===== src/rtl/mesh_terminal_port_pkg.sv =====
// mesh_pkg: definitions shared by the terminal port and the mesh bench.
//   ID_W       width of the destination id {row[3:0], col[3:0]}
//   CNT_W      width of the tx/rx packet counters
//   MAX_PKT_W  widest packet dest_of() can accept
//   rx_state_t receive-side FSM states
//   dest_of()  destination id field (top ID_W bits) of a packet pkt_w bits wide
package mesh_pkg;

  localparam int ID_W      = 8;
  localparam int CNT_W     = 16;
  localparam int MAX_PKT_W = 256;

  typedef enum logic [1:0] {
    RX_IDLE = 2'd0,
    RX_POP  = 2'd1,
    RX_HOLD = 2'd2
  } rx_state_t;

  // The packet is passed zero-extended to MAX_PKT_W, so the id is found by
  // shifting the real packet width down rather than by a fixed slice.
  function automatic logic [ID_W-1:0] dest_of(input logic [MAX_PKT_W-1:0] pkt,
                                              input int pkt_w);
    return ID_W'(pkt >> (pkt_w - ID_W));
  endfunction

endpackage


===== src/rtl/mesh_terminal_port_if.sv =====
// mesh_terminal_port_if: every handshake/data signal of one mesh terminal port.
//   Host TX : wr_en, wr_data -> ; <- full
//   Mesh TX : <- data_out_i_in, pndng_i_in ; popin ->
//   Mesh RX : pndng, data_out -> ; <- pop
//   Host RX : <- rx_valid, rx_data, rx_bcst, rx_misroute ; rx_ready ->
//   Status  : <- tx_cnt, rx_cnt
// slave is the terminal port itself, master is whatever surrounds it.
interface mesh_terminal_port_if
  import mesh_pkg::*;
#(
  parameter int pckg_sz = 40
);

  logic               wr_en;
  logic [pckg_sz-1:0] wr_data;
  logic               full;
  logic [pckg_sz-1:0] data_out_i_in;
  logic               pndng_i_in;
  logic               popin;
  logic               pndng;
  logic [pckg_sz-1:0] data_out;
  logic               pop;
  logic               rx_valid;
  logic [pckg_sz-1:0] rx_data;
  logic               rx_ready;
  logic               rx_bcst;
  logic               rx_misroute;
  logic [CNT_W-1:0]   tx_cnt;
  logic [CNT_W-1:0]   rx_cnt;

  modport slave (
    input  wr_en, wr_data, popin, pndng, data_out, rx_ready,
    output full, data_out_i_in, pndng_i_in, pop, rx_valid, rx_data,
           rx_bcst, rx_misroute, tx_cnt, rx_cnt
  );

  modport master (
    output wr_en, wr_data, popin, pndng, data_out, rx_ready,
    input  full, data_out_i_in, pndng_i_in, pop, rx_valid, rx_data,
           rx_bcst, rx_misroute, tx_cnt, rx_cnt
  );

endinterface


===== src/rtl/mesh_terminal_port_tx_fifo.sv =====
// term_tx_fifo: first-word-fall-through FIFO feeding packets into the mesh.
//   clk, reset  clock / async active-low reset
//   wr_en       host write strobe, wr_data the packet
//   popin       mesh consumes the head this cycle
//   full        count == fifo_depth
//   head        current head, zero while empty
//   pndng       FIFO non-empty
//   tx_cnt      packets actually consumed by the mesh (wraps)
module term_tx_fifo
  import mesh_pkg::*;
#(
  parameter int pckg_sz    = 40,
  parameter int fifo_depth = 4
) (
  input  logic               clk,
  input  logic               reset,
  input  logic               wr_en,
  input  logic [pckg_sz-1:0] wr_data,
  input  logic               popin,
  output logic               full,
  output logic [pckg_sz-1:0] head,
  output logic               pndng,
  output logic [CNT_W-1:0]   tx_cnt
);

  localparam int PTR_W = (fifo_depth > 1) ? $clog2(fifo_depth) : 1;
  localparam int CW    = $clog2(fifo_depth + 1);

  logic [pckg_sz-1:0] mem_q [fifo_depth];
  logic [PTR_W-1:0]   wr_ptr_q, wr_ptr_d;
  logic [PTR_W-1:0]   rd_ptr_q, rd_ptr_d;
  logic [CW-1:0]      count_q, count_d;
  logic [CNT_W-1:0]   tx_cnt_q, tx_cnt_d;
  logic               do_wr, do_pop;

  // Depth need not be a power of two, so wrap explicitly.
  function automatic logic [PTR_W-1:0] ptr_inc(input logic [PTR_W-1:0] p);
    return (p == PTR_W'(fifo_depth - 1)) ? '0 : p + PTR_W'(1);
  endfunction

  assign full  = (count_q == CW'(fifo_depth));
  assign pndng = (count_q != '0);
  assign head  = pndng ? mem_q[rd_ptr_q] : '0;
  assign tx_cnt = tx_cnt_q;

  always_comb begin
    do_pop   = popin && pndng;
    // A write into a full FIFO is fine when the head leaves on the same edge.
    do_wr    = wr_en && (!full || do_pop);
    wr_ptr_d = do_wr  ? ptr_inc(wr_ptr_q) : wr_ptr_q;
    rd_ptr_d = do_pop ? ptr_inc(rd_ptr_q) : rd_ptr_q;
    tx_cnt_d = do_pop ? tx_cnt_q + CNT_W'(1) : tx_cnt_q;
    count_d  = count_q;
    case ({do_wr, do_pop})
      2'b10:   count_d = count_q + CW'(1);
      2'b01:   count_d = count_q - CW'(1);
      default: count_d = count_q;
    endcase
  end

  always_ff @(posedge clk or negedge reset) begin
    if (!reset) begin
      wr_ptr_q <= '0;
      rd_ptr_q <= '0;
      count_q  <= '0;
      tx_cnt_q <= '0;
    end else begin
      wr_ptr_q <= wr_ptr_d;
      rd_ptr_q <= rd_ptr_d;
      count_q  <= count_d;
      tx_cnt_q <= tx_cnt_d;
    end
  end

  // Storage is not reset; an empty FIFO masks it through head.
  always_ff @(posedge clk) begin
    if (do_wr) mem_q[wr_ptr_q] <= wr_data;
  end

endmodule


===== src/rtl/mesh_terminal_port.sv =====
// mesh_terminal_port: terminal-side adapter for one port of the mesh.
//   clk, reset  clock / async active-low reset
//   bus         mesh_terminal_port_if.slave: host TX write, mesh TX FWFT
//               head, mesh RX drain (pndng/data_out/pop), host RX
//               valid/ready hand-off with flags, tx/rx packet counters
//
// RX FSM:
//   state   | meaning
//   RX_IDLE | nothing held, waiting for mesh pndng
//   RX_POP  | pop high this cycle, data_out captured at the closing edge
//   RX_HOLD | rx_data valid, waiting for rx_ready
module mesh_terminal_port
  import mesh_pkg::*;
#(
  parameter int              ROWS       = 4,
  parameter int              COLUMS     = 4,
  parameter int              pckg_sz    = 40,
  parameter int              fifo_depth = 4,
  parameter logic [ID_W-1:0] bdcst      = 8'hFF,
  parameter logic [ID_W-1:0] TERM_ID    = 8'h00
) (
  input logic                  clk,
  input logic                  reset,
  mesh_terminal_port_if.slave  bus
);

  // Ids carry 4-bit row/column fields; anything outside that cannot be addressed.
  if (fifo_depth < 2 || ROWS < 1 || ROWS > 16 || COLUMS < 1 || COLUMS > 16 ||
      pckg_sz < ID_W || pckg_sz > MAX_PKT_W) begin : g_bad_cfg
    $error("mesh_terminal_port: unsupported parameter set");
  end

  term_tx_fifo #(
    .pckg_sz    (pckg_sz),
    .fifo_depth (fifo_depth)
  ) u_tx_fifo (
    .clk     (clk),
    .reset   (reset),
    .wr_en   (bus.wr_en),
    .wr_data (bus.wr_data),
    .popin   (bus.popin),
    .full    (bus.full),
    .head    (bus.data_out_i_in),
    .pndng   (bus.pndng_i_in),
    .tx_cnt  (bus.tx_cnt)
  );

  rx_state_t          state_q, state_d;
  logic               pop_q, pop_d;
  logic               rx_valid_q, rx_valid_d;
  logic [pckg_sz-1:0] rx_data_q, rx_data_d;
  logic               rx_bcst_q, rx_bcst_d;
  logic               rx_mis_q, rx_mis_d;
  logic [CNT_W-1:0]   rx_cnt_q, rx_cnt_d;
  logic [ID_W-1:0]    dest;

  assign dest = dest_of(MAX_PKT_W'(bus.data_out), pckg_sz);

  always_comb begin
    state_d    = state_q;
    rx_valid_d = rx_valid_q;
    rx_data_d  = rx_data_q;
    rx_bcst_d  = rx_bcst_q;
    rx_mis_d   = rx_mis_q;
    rx_cnt_d   = rx_cnt_q;
    case (state_q)
      RX_IDLE: begin
        if (bus.pndng) state_d = RX_POP;
      end
      RX_POP: begin
        rx_data_d  = bus.data_out;
        rx_bcst_d  = (dest == bdcst);
        rx_mis_d   = (dest != TERM_ID) && (dest != bdcst);
        rx_valid_d = 1'b1;
        rx_cnt_d   = rx_cnt_q + CNT_W'(1);
        state_d    = RX_HOLD;
      end
      RX_HOLD: begin
        if (bus.rx_ready) begin
          rx_valid_d = 1'b0;
          state_d    = bus.pndng ? RX_POP : RX_IDLE;
        end
      end
      default: state_d = RX_IDLE;
    endcase
    // pop is registered so the mesh sees a glitch-free one-cycle pulse.
    pop_d = (state_d == RX_POP);
  end

  always_ff @(posedge clk or negedge reset) begin
    if (!reset) begin
      state_q    <= RX_IDLE;
      pop_q      <= 1'b0;
      rx_valid_q <= 1'b0;
      rx_data_q  <= '0;
      rx_bcst_q  <= 1'b0;
      rx_mis_q   <= 1'b0;
      rx_cnt_q   <= '0;
    end else begin
      state_q    <= state_d;
      pop_q      <= pop_d;
      rx_valid_q <= rx_valid_d;
      rx_data_q  <= rx_data_d;
      rx_bcst_q  <= rx_bcst_d;
      rx_mis_q   <= rx_mis_d;
      rx_cnt_q   <= rx_cnt_d;
    end
  end

  assign bus.pop         = pop_q;
  assign bus.rx_valid    = rx_valid_q;
  assign bus.rx_data     = rx_data_q;
  assign bus.rx_bcst     = rx_bcst_q;
  assign bus.rx_misroute = rx_mis_q;
  assign bus.rx_cnt      = rx_cnt_q;

endmodule

===== src/flat_wrapper.sv =====
// flat-port wrapper written by rule: the top's interface ports become plain ports
module mesh_terminal_port_flat import mesh_pkg::*;
#(
  parameter int              ROWS       = 4,
  parameter int              COLUMS     = 4,
  parameter int              pckg_sz    = 40,
  parameter int              fifo_depth = 4,
  parameter logic [ID_W-1:0] bdcst      = 8'hFF,
  parameter logic [ID_W-1:0] TERM_ID    = 8'h00
)
  (clk, reset, bus_wr_en, bus_wr_data, bus_popin, bus_pndng, bus_data_out, bus_rx_ready, bus_full, bus_data_out_i_in, bus_pndng_i_in, bus_pop, bus_rx_valid, bus_rx_data, bus_rx_bcst, bus_rx_misroute, bus_tx_cnt, bus_rx_cnt);
  mesh_terminal_port_if #(.pckg_sz(pckg_sz)) bus_i ();
  input logic clk;
  input logic reset;
  input wire logic [$bits(bus_i.wr_en)-1:0] bus_wr_en;
  input wire logic [$bits(bus_i.wr_data)-1:0] bus_wr_data;
  input wire logic [$bits(bus_i.popin)-1:0] bus_popin;
  input wire logic [$bits(bus_i.pndng)-1:0] bus_pndng;
  input wire logic [$bits(bus_i.data_out)-1:0] bus_data_out;
  input wire logic [$bits(bus_i.rx_ready)-1:0] bus_rx_ready;
  output wire logic [$bits(bus_i.full)-1:0] bus_full;
  output wire logic [$bits(bus_i.data_out_i_in)-1:0] bus_data_out_i_in;
  output wire logic [$bits(bus_i.pndng_i_in)-1:0] bus_pndng_i_in;
  output wire logic [$bits(bus_i.pop)-1:0] bus_pop;
  output wire logic [$bits(bus_i.rx_valid)-1:0] bus_rx_valid;
  output wire logic [$bits(bus_i.rx_data)-1:0] bus_rx_data;
  output wire logic [$bits(bus_i.rx_bcst)-1:0] bus_rx_bcst;
  output wire logic [$bits(bus_i.rx_misroute)-1:0] bus_rx_misroute;
  output wire logic [$bits(bus_i.tx_cnt)-1:0] bus_tx_cnt;
  output wire logic [$bits(bus_i.rx_cnt)-1:0] bus_rx_cnt;
  assign bus_i.wr_en = bus_wr_en;
  assign bus_i.wr_data = bus_wr_data;
  assign bus_i.popin = bus_popin;
  assign bus_i.pndng = bus_pndng;
  assign bus_i.data_out = bus_data_out;
  assign bus_i.rx_ready = bus_rx_ready;
  assign bus_full = bus_i.full;
  assign bus_data_out_i_in = bus_i.data_out_i_in;
  assign bus_pndng_i_in = bus_i.pndng_i_in;
  assign bus_pop = bus_i.pop;
  assign bus_rx_valid = bus_i.rx_valid;
  assign bus_rx_data = bus_i.rx_data;
  assign bus_rx_bcst = bus_i.rx_bcst;
  assign bus_rx_misroute = bus_i.rx_misroute;
  assign bus_tx_cnt = bus_i.tx_cnt;
  assign bus_rx_cnt = bus_i.rx_cnt;
  mesh_terminal_port #(.ROWS(ROWS), .COLUMS(COLUMS), .pckg_sz(pckg_sz), .fifo_depth(fifo_depth), .bdcst(bdcst), .TERM_ID(TERM_ID)) u_core (.clk(clk), .reset(reset), .bus(bus_i));
endmodule

===== config.mk =====
export PLATFORM = sky130hd
export DESIGN_NAME = mesh_terminal_port_flat
export DESIGN_NICKNAME = d
export VERILOG_FILES = /design/src/rtl/mesh_terminal_port_pkg.sv /design/src/rtl/mesh_terminal_port_if.sv /design/src/rtl/mesh_terminal_port_tx_fifo.sv /design/src/rtl/mesh_terminal_port.sv /design/src/flat_wrapper.sv
export SDC_FILE = /design/constraint.sdc
export NUM_CORES = 1
export LEC_CHECK = 0
export CORE_ASPECT_RATIO = 1.4
export CORE_MARGIN = 3
export CORE_UTILIZATION = 51
export CTS_CLUSTER_DIAMETER = 80
export DETAILED_ROUTE_END_ITERATION = 7
export MAX_ROUTING_LAYER = met4
export PLACE_DENSITY = 0.83
export SLEW_MARGIN = 20
export SYNTH_ARGS = -nofsm -noshare
export SYNTH_HDL_FRONTEND = slang
export SYNTH_HIERARCHICAL = 1
export SYNTH_SLANG_ARGS = --single-unit

===== constraint.sdc =====
create_clock -name clk -period 2.7 [get_ports clk]
set_input_delay 0.54 -clock clk [delete_from_list [all_inputs] [get_ports clk]]
set_output_delay 0.54 -clock clk [all_outputs]
set_load 0.03 [all_outputs]

# Word-level counts from Yosys, hierarchy flattened
# Memories as Yosys holds them, arrays and structs flattened.
# Index checks and enable logic that the tools add are counted.
# op_classes
n_reduce_logical	11
mux	12
eq_ne	11
n_addsub	6
# ops
operator	n
$mux W40	1
$add A16 B1 Y16 const B	2
$eq A2 B2 Y1 const B	4
$eq A8 B8 Y1 const B	1
$mux W2	4
$ne A8 B8 Y1 const B	1
$reduce_bool A8 Y1	1
$eq A2 B1 Y1 const B	3
$pmux W2 S3	1
$pmux W3 S2	1
$add A2 B1 Y2 const B	2
$mux W1	4
$reduce_bool A2 Y1	2
$add A3 B1 Y3 const B	1
$eq A3 B3 Y1 const B	1
$logic_and A1 B1 Y1	3
$reduce_bool A3 Y1	1
$sub A3 B1 Y3 const B	1
$logic_not A2 Y1	1
$ne A2 B2 Y1 const B	1
$pmux W1 S2	1
$reduce_and A2 Y1	1
$logic_not A1 Y1	1
$logic_or A1 B1 Y1	1
# totals
memories	1
output_inout_bits	118
word_cells	52
inputBits	86
ram_bits	160
reg_bits	85
# mem_list
name	depth	word_bits	rd	rd_clocked_by_memory_dff	wr	line	text
u_core.u_tx_fifo.mem_q	4	40	1	0	1	mesh_terminal_port_tx_fifo.sv:29	logic [pckg_sz-1:0] mem_q [fifo_depth];

# Logic depth before layout (Yosys ltp)
# Gate-level depths: netlist (run 1).
# depth
depth_word	6
ltp_mapped	8
depth_no_buf	7

# Modules after synthesis
# The synthesis (run 1) kept the hierarchy.
# by_module_without_submodules
module	instances	area_each_um2	seq_area_each_um2	cells_per_inst
term_tx_fifo	1	7258.2	5380.2	363
mesh_terminal_port	1	2458.6	1551.5	255

# Worst setup path after synthesis (run 1)
# Ideal clock, no wire load.
# synth_timing
path_kind	register to register
from	register u_core.u_tx_fifo.count_q[2]
to	register u_core.u_tx_fifo.count_q[2]
path_stages_with_launch	8
synth_period_minus_slack_ns	2.465
slack_ns	0.235
arrival_ns	2.339
path_cell_list	dfrtp_1 > nor3_4 > inv_1 > clkbuf_1 > nand2_1 > fa_1 > or3b_1 > a311o_1
# synth_via
elab_chain_cells	6
word_cells_on_any_way	12
cone_classes	2 x add/sub; 3 x eq/ne; 1 x mux; 6 x reduce/logical
# synth_rtl
item	line	text
start: declaration	mesh_terminal_port_tx_fifo.sv:32	logic [CW-1:0] count_q, count_d;
start signal: assignment	mesh_terminal_port_tx_fifo.sv:70	count_q <= count_d;
$reduce_bool A3 Y1 (*)	mesh_terminal_port_tx_fifo.sv:42	assign pndng = (count_q != '0);
named net bus_pndng_i_in	flat_wrapper.sv:23	output wire logic [$bits(bus_i.pndng_i_in)-1:0] bus_pndng_i_in;
$logic_and A1 B1 Y1 (*)	mesh_terminal_port_tx_fifo.sv:47	do_pop = popin && pndng;
$logic_or A1 B1 Y1	mesh_terminal_port_tx_fifo.sv:49	do_wr = wr_en && (!full || do_pop);
$logic_and A1 B1 Y1	mesh_terminal_port_tx_fifo.sv:49	
$eq A2 B1 Y1 or $eq A2 B2 Y1 (tied branches)	mesh_terminal_port_tx_fifo.sv:54	case ({do_wr, do_pop})
$pmux W3 S2 or $reduce_bool A2 Y1 (tied branches)	--	
# Mark *: on every way through the listed nets, which the timed path passes. The rest lies on a longest branch.
# A chain may end at the register's enable or synchronous reset.

# Final worst setup path (run 1)
# layout_timing
from	register u_core.u_tx_fifo.rd_ptr_q[0]
to	output bus_data_out_i_in[29]
# layout_via
elab_chain_cells	2
# layout_rtl
item	line	text
start: declaration	mesh_terminal_port_tx_fifo.sv:31	logic [PTR_W-1:0] rd_ptr_q, rd_ptr_d;
start signal: assignment	mesh_terminal_port_tx_fifo.sv:69	rd_ptr_q <= rd_ptr_d;
$mem_v2 Z4 W40	--	
$mux W40	mesh_terminal_port_tx_fifo.sv:43	assign head = pndng ? mem_q[rd_ptr_q] : '0;
end: declaration	flat_wrapper.sv:22	output wire logic [$bits(bus_i.data_out_i_in)-1:0] bus_data_out_i_in;
# No other way between the ends.

==> impl_metrics.py, run 1 <==
metrics = {
    "status": {
        "outcome": "finished, final reports clean",
    },
    "timing": {
        "tns_ps": 0,
        "setup_repair_after_global_routing_missed_its_margin": "false",
        "timing.final.max_slew_violations": 0,
        "final-setup-viol-count": 0,
        "finalCritPeriodShare": 0.9709,
        "maxClockFrequency_mhz": 381.5,
        "slew_headroom": 0.6655,
        "period_needed_ps": 2621,
        "final-hold-violation-count": 0,
        "finalHoldWorstSlack_ps": 472.6,
        "clock_skew_ps": 8.220,
        "timing_worst_slew_pin_value_ps": 501.7,
    },
    "placed_design": {
        "place_congestion": 0.7598,
        "hpwlAfterDp_um": 13520,
        "placement.io_buffers": 203,
    },
    "logic_synthesis": {
        "synth.distinct_cells": 41,
        "synth_top_cells_by_area": "edfxtp_1 49%, dfrtp_1 22%, mux4_2 9.3%",
        "yosys_most_used_dff": "edfxtp_1",
        "syn-cell-area_um2": 9717,
        "post_synth_inst_count": 618,
        "synth_seq_area_share": 0.7134,
        "avgSynthCellArea_um2": 15.72,
        "synthesis.yosys.warnings": 6,
        "synth_top_area_cell": "edfxtp_1",
        "synthDominantCellAreaShare": 0.4945,
        "synth-seq-cells": 245,
        "async_flop_share": 0.3469,
        "synthesis.nets": 712,
        "count_of_flip_flops_with_a_built_in_enable_after_synthesis": 160,
    },
    "worst_setup_path": {
        "worstPathRequired_ps": 2160,
        "element_type_at_the_critical_path_end": "primary output",
        "path_max_fanout": 7,
        "cp_data_arrival_time_ps": 2080,
        "crit_top_cell": "buf_4",
        "critPathMaxStageDelay_ps": 520,
        "cp-start-kind": "flop",
        "crit_chain": "buf_4 > mux4_2 > and2_1 > buf_4",
        "crit_slowest_cell": "dfrtp_4",
        "critical_path_class": "reg -> out",
    },
    "global_routing": {
        "first_global_vias": 6259,
        "maximum_number_of_pins_on_one_net_before_global_route_repair": 53,
        "global_route_wire_length_before_repair_um": 33230,
        "overall_routing_resource_usage": 0.2110,
        "antenna_found_initial": 1,
        "grt.overflow.total": 0,
    },
    "routing": {
        "viasPerCell": 5.275,
        "route.detailed.drc": 0,
        "detailedRoute.firstPassIterationCount": 4,
        "wire_length_per_cell_um": 18.69,
        "ant_nets": 0,
        "drt_first_iter_violations": 239,
        "totalWireLength_um": 20650,
        "vias": 5829,
    },
    "final_layout": {
        "drive_gt1_frac": 0.1802,
        "final_util": 0.6872,
        "mostFrequentLayoutCell": "clkdlybuf4s50_1",
        "nNetsFinal": 938,
        "syn_to_final_growth_pct": 32.09,
        "layout_common_cells": "161 x clkdlybuf4s50_1, 160 x edfxtp_1, 143 x nand2_1, 83 x dfrtp_1, 56 x buf_4",
    },
    "die": {
        "die_w_um": 122.7,
        "floorplan.core_area_um2": 18680,
        "pin_count": 204,
        "placementRows": 59,
        "die-area_um2": 20770,
        "floorplan.initialDensity": 0.5203,
        "die_h_um": 169.3,
    },
    "hold_path": {
        "hold_class": "reg -> reg",
    },
    "pwr": {
        "power.ir.vdd_worst_mv": 0.7827,
        "power.leakage_nw": 4.987,
        "tot_pwr_w": 0.01459,
        "power_per_cell_area_nw_per_um2": 1136,
    },
    "clock_tree": {
        "root_driver": "clkbuf_16",
        "cts-buffers-inserted": 23,
        "cts_max_level": 1,
        "cts_tree": "built",
        "clkSlewWorstSetupHoldPaths_ps": 60,
        "ctsLongestPathBuffers": 3,
        "cts_sinks": 245,
        "clock_latency_ps": 510,
    },
    "flow_run": {
        "maximum_capacitance_violations": 0,
    },
}
## per-stage QoR
stage                     area, um2  setup WS [ps]  cells
after floorplan                9717          234.7    618
after global placement        12090          180.2   1059
after detailed placement      12090          167.2   1059
after CTS                     12820          10.59   1103
after global routing          12830          14.24   1105
final                         12830          78.58   1105
## final timing paths
path | depth (start not counted) | slack [ps] | to | from
hold / removal | 2 | 470 | u_core/bus.rx_data[23] | u_core/bus.rx_data[23]
setup / recovery | 4 | 80 | bus_data_out_i_in[29] | u_core/u_tx_fifo/rd_ptr_q[0]
min in group asynchronous | 2 | 530 | u_core/bus.rx_data[0] | reset
hold reg to reg | 2 | 470 | u_core/bus.rx_data[23] | u_core/bus.rx_data[23]
setup reg to reg | 6 | 740 | u_core/u_tx_fifo/count_q[2] | u_core/u_tx_fifo/count_q[1]
max in group asynchronous | 3 | 1520 | u_core/u_tx_fifo/rd_ptr_q[0] | reset
## flip-flops by register name (all words and copies together) (netlist names)
register	cells
u_core/u_tx_fifo/mem_q	160
u_core/u_tx_fifo/wr_ptr_q	2
u_core/u_tx_fifo/tx_cnt	16
u_core/state_q	2
u_core/u_tx_fifo/count_q	3
u_core/bus.rx_data	40
u_core/bus.rx_valid	1
u_core/bus.pop	1
u_core/u_tx_fifo/rd_ptr_q	2
u_core/bus.rx_cnt	16
u_core/bus.rx_bcst	1
u_core/bus.rx_misroute	1
## cells by family (layout without fill, tap and decap cells)
group | Yosys count | after routing | share of synthesized area
DFF | 245 | 245 | 0.7134
AOI/OAI and AO/OA | 15 | 15 | 0.01094
buffers and inverters | 33 | 275 | 0.01661
adders and majority gates | 8 | 8 | 0.01107
and+or+nand+nor | 240 | 240 | 0.1208
xor gates and xnor gates | 32 | 32 | 0.02884
muxes | 45 | 45 | 0.09838
other | 0 | 1 | 0
## final cells by class
cell class	count	area, um2
inverters	7	26.28
flip-flops and latches	245	6937
multi-input cells	340	2631
well taps	244	305.3
clock inverters	16	127.6
diodes	1	2.502
clock buffers	25	583.1
fillers	1229	5842
repair buffers	227	2222
## worst max-delay path: cells and delay by family (launching register included)
family,cells,cell delay (ps)
mux,1,500
flops,1,520
buf+inv,2,390
simple gates,1,170
## cells in the mapped netlist (all sizes together), types with 8 or more instances
master    n
and2     45
buf      18
clkbuf    8
dfrtp    85
edfxtp  160
mux4     40
nand2   144
nand3     8
nand4     8
xnor2    22
xor2     10
## metal layers
metal / routed length [um] / track usage / vias to the layer above
met1: 7774 / 0.2508 / 2912
met2: 11020 / 0.3573 / 194
li1: - / - / 2686
met5: 0 / - / -
met4: 496 / 0.06579 / 0
met3: 1360 / 0.05035 / 37
## repair_timing
| action | in CTS | in global routing |
|---|---|---|
| buffers inserted | 2 | 1 |
| gates resized for setup | 1 | 0 |
| hold buffers | 1 | 0 |
| pin swaps | 0 | 1 |
| endpoints found under the hold margin | 33 | 0 |
| setup endpoints to repair | 27 | 40 |
## report_power, final
part / leakage, nW / internal, W / switching (W)
Combinational: 2.10 / 0.00265 / 0.00345
Clock: 0.345 / 0.00175 / 0.00131
Sequential: 2.55 / 0.00492 / 0.000499
Power figures use the tool's default switching activity.
==> run 2, diff against run 1 <==
- CORE_UTILIZATION: 51 -> 40
- CTS_BUF_LIST: default -> sky130_fd_sc_hd__clkbuf_4
- PLACE_DENSITY: 0.83 -> 0.68
==> impl_metrics.py, run 2 (synthesis gave the netlist of run 1 again) <==
metrics = {
    "status": {
        "outcome": "finished, violations left",
        "failed_checks": "negative setup slack",
    },
    "timing": {
        "timing_worst_slew_pin_value_ps": 614.3,
        "period_needed_ps": 2704,
        "maxClockFrequency_mhz": 369.9,
        "finalWorstSetupSlack_ps": -3.545,
        "final-hold-violation-count": 0,
        "clock_skew_ps": 44.72,
        "finalCritPeriodShare": 1.001,
        "final-setup-viol-count": 3,
        "tns_ps": -6.276,
        "setup_repair_after_global_routing_missed_its_margin": "true",
        "timing.final.max_slew_violations": 0,
        "slew_headroom": 0.5905,
    },
    "global_routing": {
        "maximum_number_of_pins_on_one_net_before_global_route_repair": 47,
        "grt.overflow.total": 0,
        "overall_routing_resource_usage": 0.1648,
        "global_route_wire_length_before_repair_um": 32570,
        "antenna_found_initial": 2,
        "first_global_vias": 6404,
    },
    "clock_tree": {
        "clkSlewWorstSetupHoldPaths_ps": 70,
        "root_driver": "clkbuf_4",
        "cts-buffers-inserted": 57,
        "clock_latency_ps": 680,
        "ctsLongestPathBuffers": 3,
        "cts_tree": "built",
        "cts_max_level": 2,
        "cts_sinks": 245,
    },
    "placed_design": {
        "placement_setup_slack_ps": 60.80,
        "hpwlAfterDp_um": 13440,
        "place_congestion": 0.8290,
        "dpl-instance-area_um2": 12150,
        "post-place-cells": 1120,
        "placement.io_buffers": 203,
    },
    "pwr": {
        "power_per_cell_area_nw_per_um2": 1153,
        "power.leakage_nw": 5.256,
        "power.ir.vdd_worst_mv": 0.6877,
    },
    "routing": {
        "drt_first_iter_violations": 155,
        "route.detailed.drc": 0,
        "totalWireLength_um": 20660,
        "vias": 6003,
        "detailedRoute.firstPassIterationCount": 4,
        "wire_length_per_cell_um": 16.71,
        "viasPerCell": 4.857,
        "ant_nets": 0,
    },
    "worst_setup_path": {
        "worst-path-stages": 5,
        "worstPathRequired_ps": 2160,
        "path_max_fanout": 15,
        "element_type_at_the_critical_path_end": "primary output",
        "critPathMaxStageDelay_ps": 520,
        "worstSetupStartpoint": "u_core/u_tx_fifo/rd_ptr_q[0]",
        "timing.reg2reg.setup_slack_ps": 650,
        "critPathTopFamily": "multiplexers",
        "cp_data_arrival_time_ps": 2160,
        "critical_path_class": "reg -> out",
        "reg2reg_from": "u_core/u_tx_fifo/count_q[0]",
        "worstReg2RegEnd": "u_core/u_tx_fifo/count_q[2]",
        "crit_chain": "buf_12 > buf_16 > mux4_2 > and2_4 > buf_6",
        "crit_slowest_cell": "mux4_2",
        "timing.critical_path.buf_inv": 3,
        "worst_r2r_path_depth": 6,
        "cp-start-kind": "flop",
    },
    "final_layout": {
        "nNetsFinal": 976,
        "drive_gt1_frac": 0.2737,
        "layoutNonFillerInstCount": 1236,
        "syn_to_final_growth_pct": 36.69,
        "fillers": 1931,
        "layout_common_cells": "160 x clkdlybuf4s50_1, 160 x edfxtp_1, 143 x nand2_1, 83 x dfrtp_1, 82 x clkbuf_4",
        "final_util": 0.5643,
        "finish.instance_area_um2": 13280,
        "largest_register_ffs": 160,
        "top_register": "u_core/u_tx_fifo/mem_q",
    },
    "die": {
        "die-area_um2": 26220,
        "pin_count": 204,
        "die_w_um": 137.7,
        "floorplan.core_area_um2": 23540,
        "placementRows": 66,
        "die_h_um": 190.4,
        "floorplan.initialDensity": 0.4129,
    },
    "hold_path": {
        "hold_class": "in -> reg",
        "whs_endpoint": "u_core/bus.rx_data[12]",
        "cell_count_of_the_worst_hold_path": 3,
        "hold_path.startpoint": "bus_data_out[12]",
    },
    "flow_run": {
        "maximum_capacitance_violations": 0,
    },
}
-- run 2: cell types whose count changed in the layout (fill, tap and decap cells not counted), moves of 3 or more --
cell and change:
and2_1 -40, and2_4 +40, buf_16 +3, buf_4 -39
buf_6 +39, clkbuf_16 -23, clkbuf_4 +82, clkinv_1 +12
clkinv_2 -4
-- run 2: tightest hold or removal path, delay by kind of cell --
family                 cells  cell delay (ps)
buffers and inverters      1              390
AND/OR/NAND/NOR            2               90
-- run 2: routing by layer --
layer	up-vias	wire, um	track usage
met5	-	0	-
met4	0	438	0.05932
met3	35	1666	0.05465
met2	214	10780	0.2754
met1	2948	7770	0.1839
li1	2806	-	-
-- run 2: cell type report --
type / instances / area (um2) / share of cell area
Timing Repair Buffer: 231 / 2465 / 0.1856
Antenna cell: 2 / 5.005 / 0.0003768
Clock inverter: 23 / 116.4 / 0.008761
Clock buffer: 82 / 615.6 / 0.04635
Multi-Input combinational cell: 340 / 2734 / 0.2058
Sequential cell: 245 / 6937 / 0.5223
Tap cell: 306 / 382.9 / 0.02883
Inverter: 7 / 26.28 / 0.001978
-- run 2: stage by stage --
stage | hold WS [ps] | power, W
floorplan | 244.4 | 0.009130
detailed placement | 461.9 | 0.01158
finish | 386.5 | 0.01532
CTS | 303.1 | 0.01558
global placement | 456.1 | 0.01153
global route | 335.8 | 0.01618
-- run 2: worst max path at each step --
stage and endpoint:
2_1_floorplan u_core/u_tx_fifo/count_q[2], 3_3_place_gp u_core/u_tx_fifo/count_q[2], 3_5_place_dp u_core/u_tx_fifo/count_q[2], 4_1_cts bus_data_out_i_in[5], 5_1_grt bus_data_out_i_in[5], 6_report bus_data_out_i_in[5]
-- run 2: what timing repair did --
action,CTS,global route
resized for setup,88,2
setup buffers,6,0
gates cloned,2,0
pin swaps,1,0
endpoints found under the hold margin,45,0
hold buffers,1,0
endpoints found under the setup margin,42,40
-- run 2: where the power goes --
| part | internal [W] | total [W] | switching (W) | leakage (nW) |
|---|---|---|---|---|
| Sequential | 0.00492 | 0.00536 | 0.000445 | 2.55 |
| Combinational | 0.00344 | 0.00707 | 0.00363 | 2.28 |
| Clock | 0.00150 | 0.00289 | 0.00139 | 0.430 |
| Total | 0.00985 | 0.0153 | 0.00547 | 5.26 |
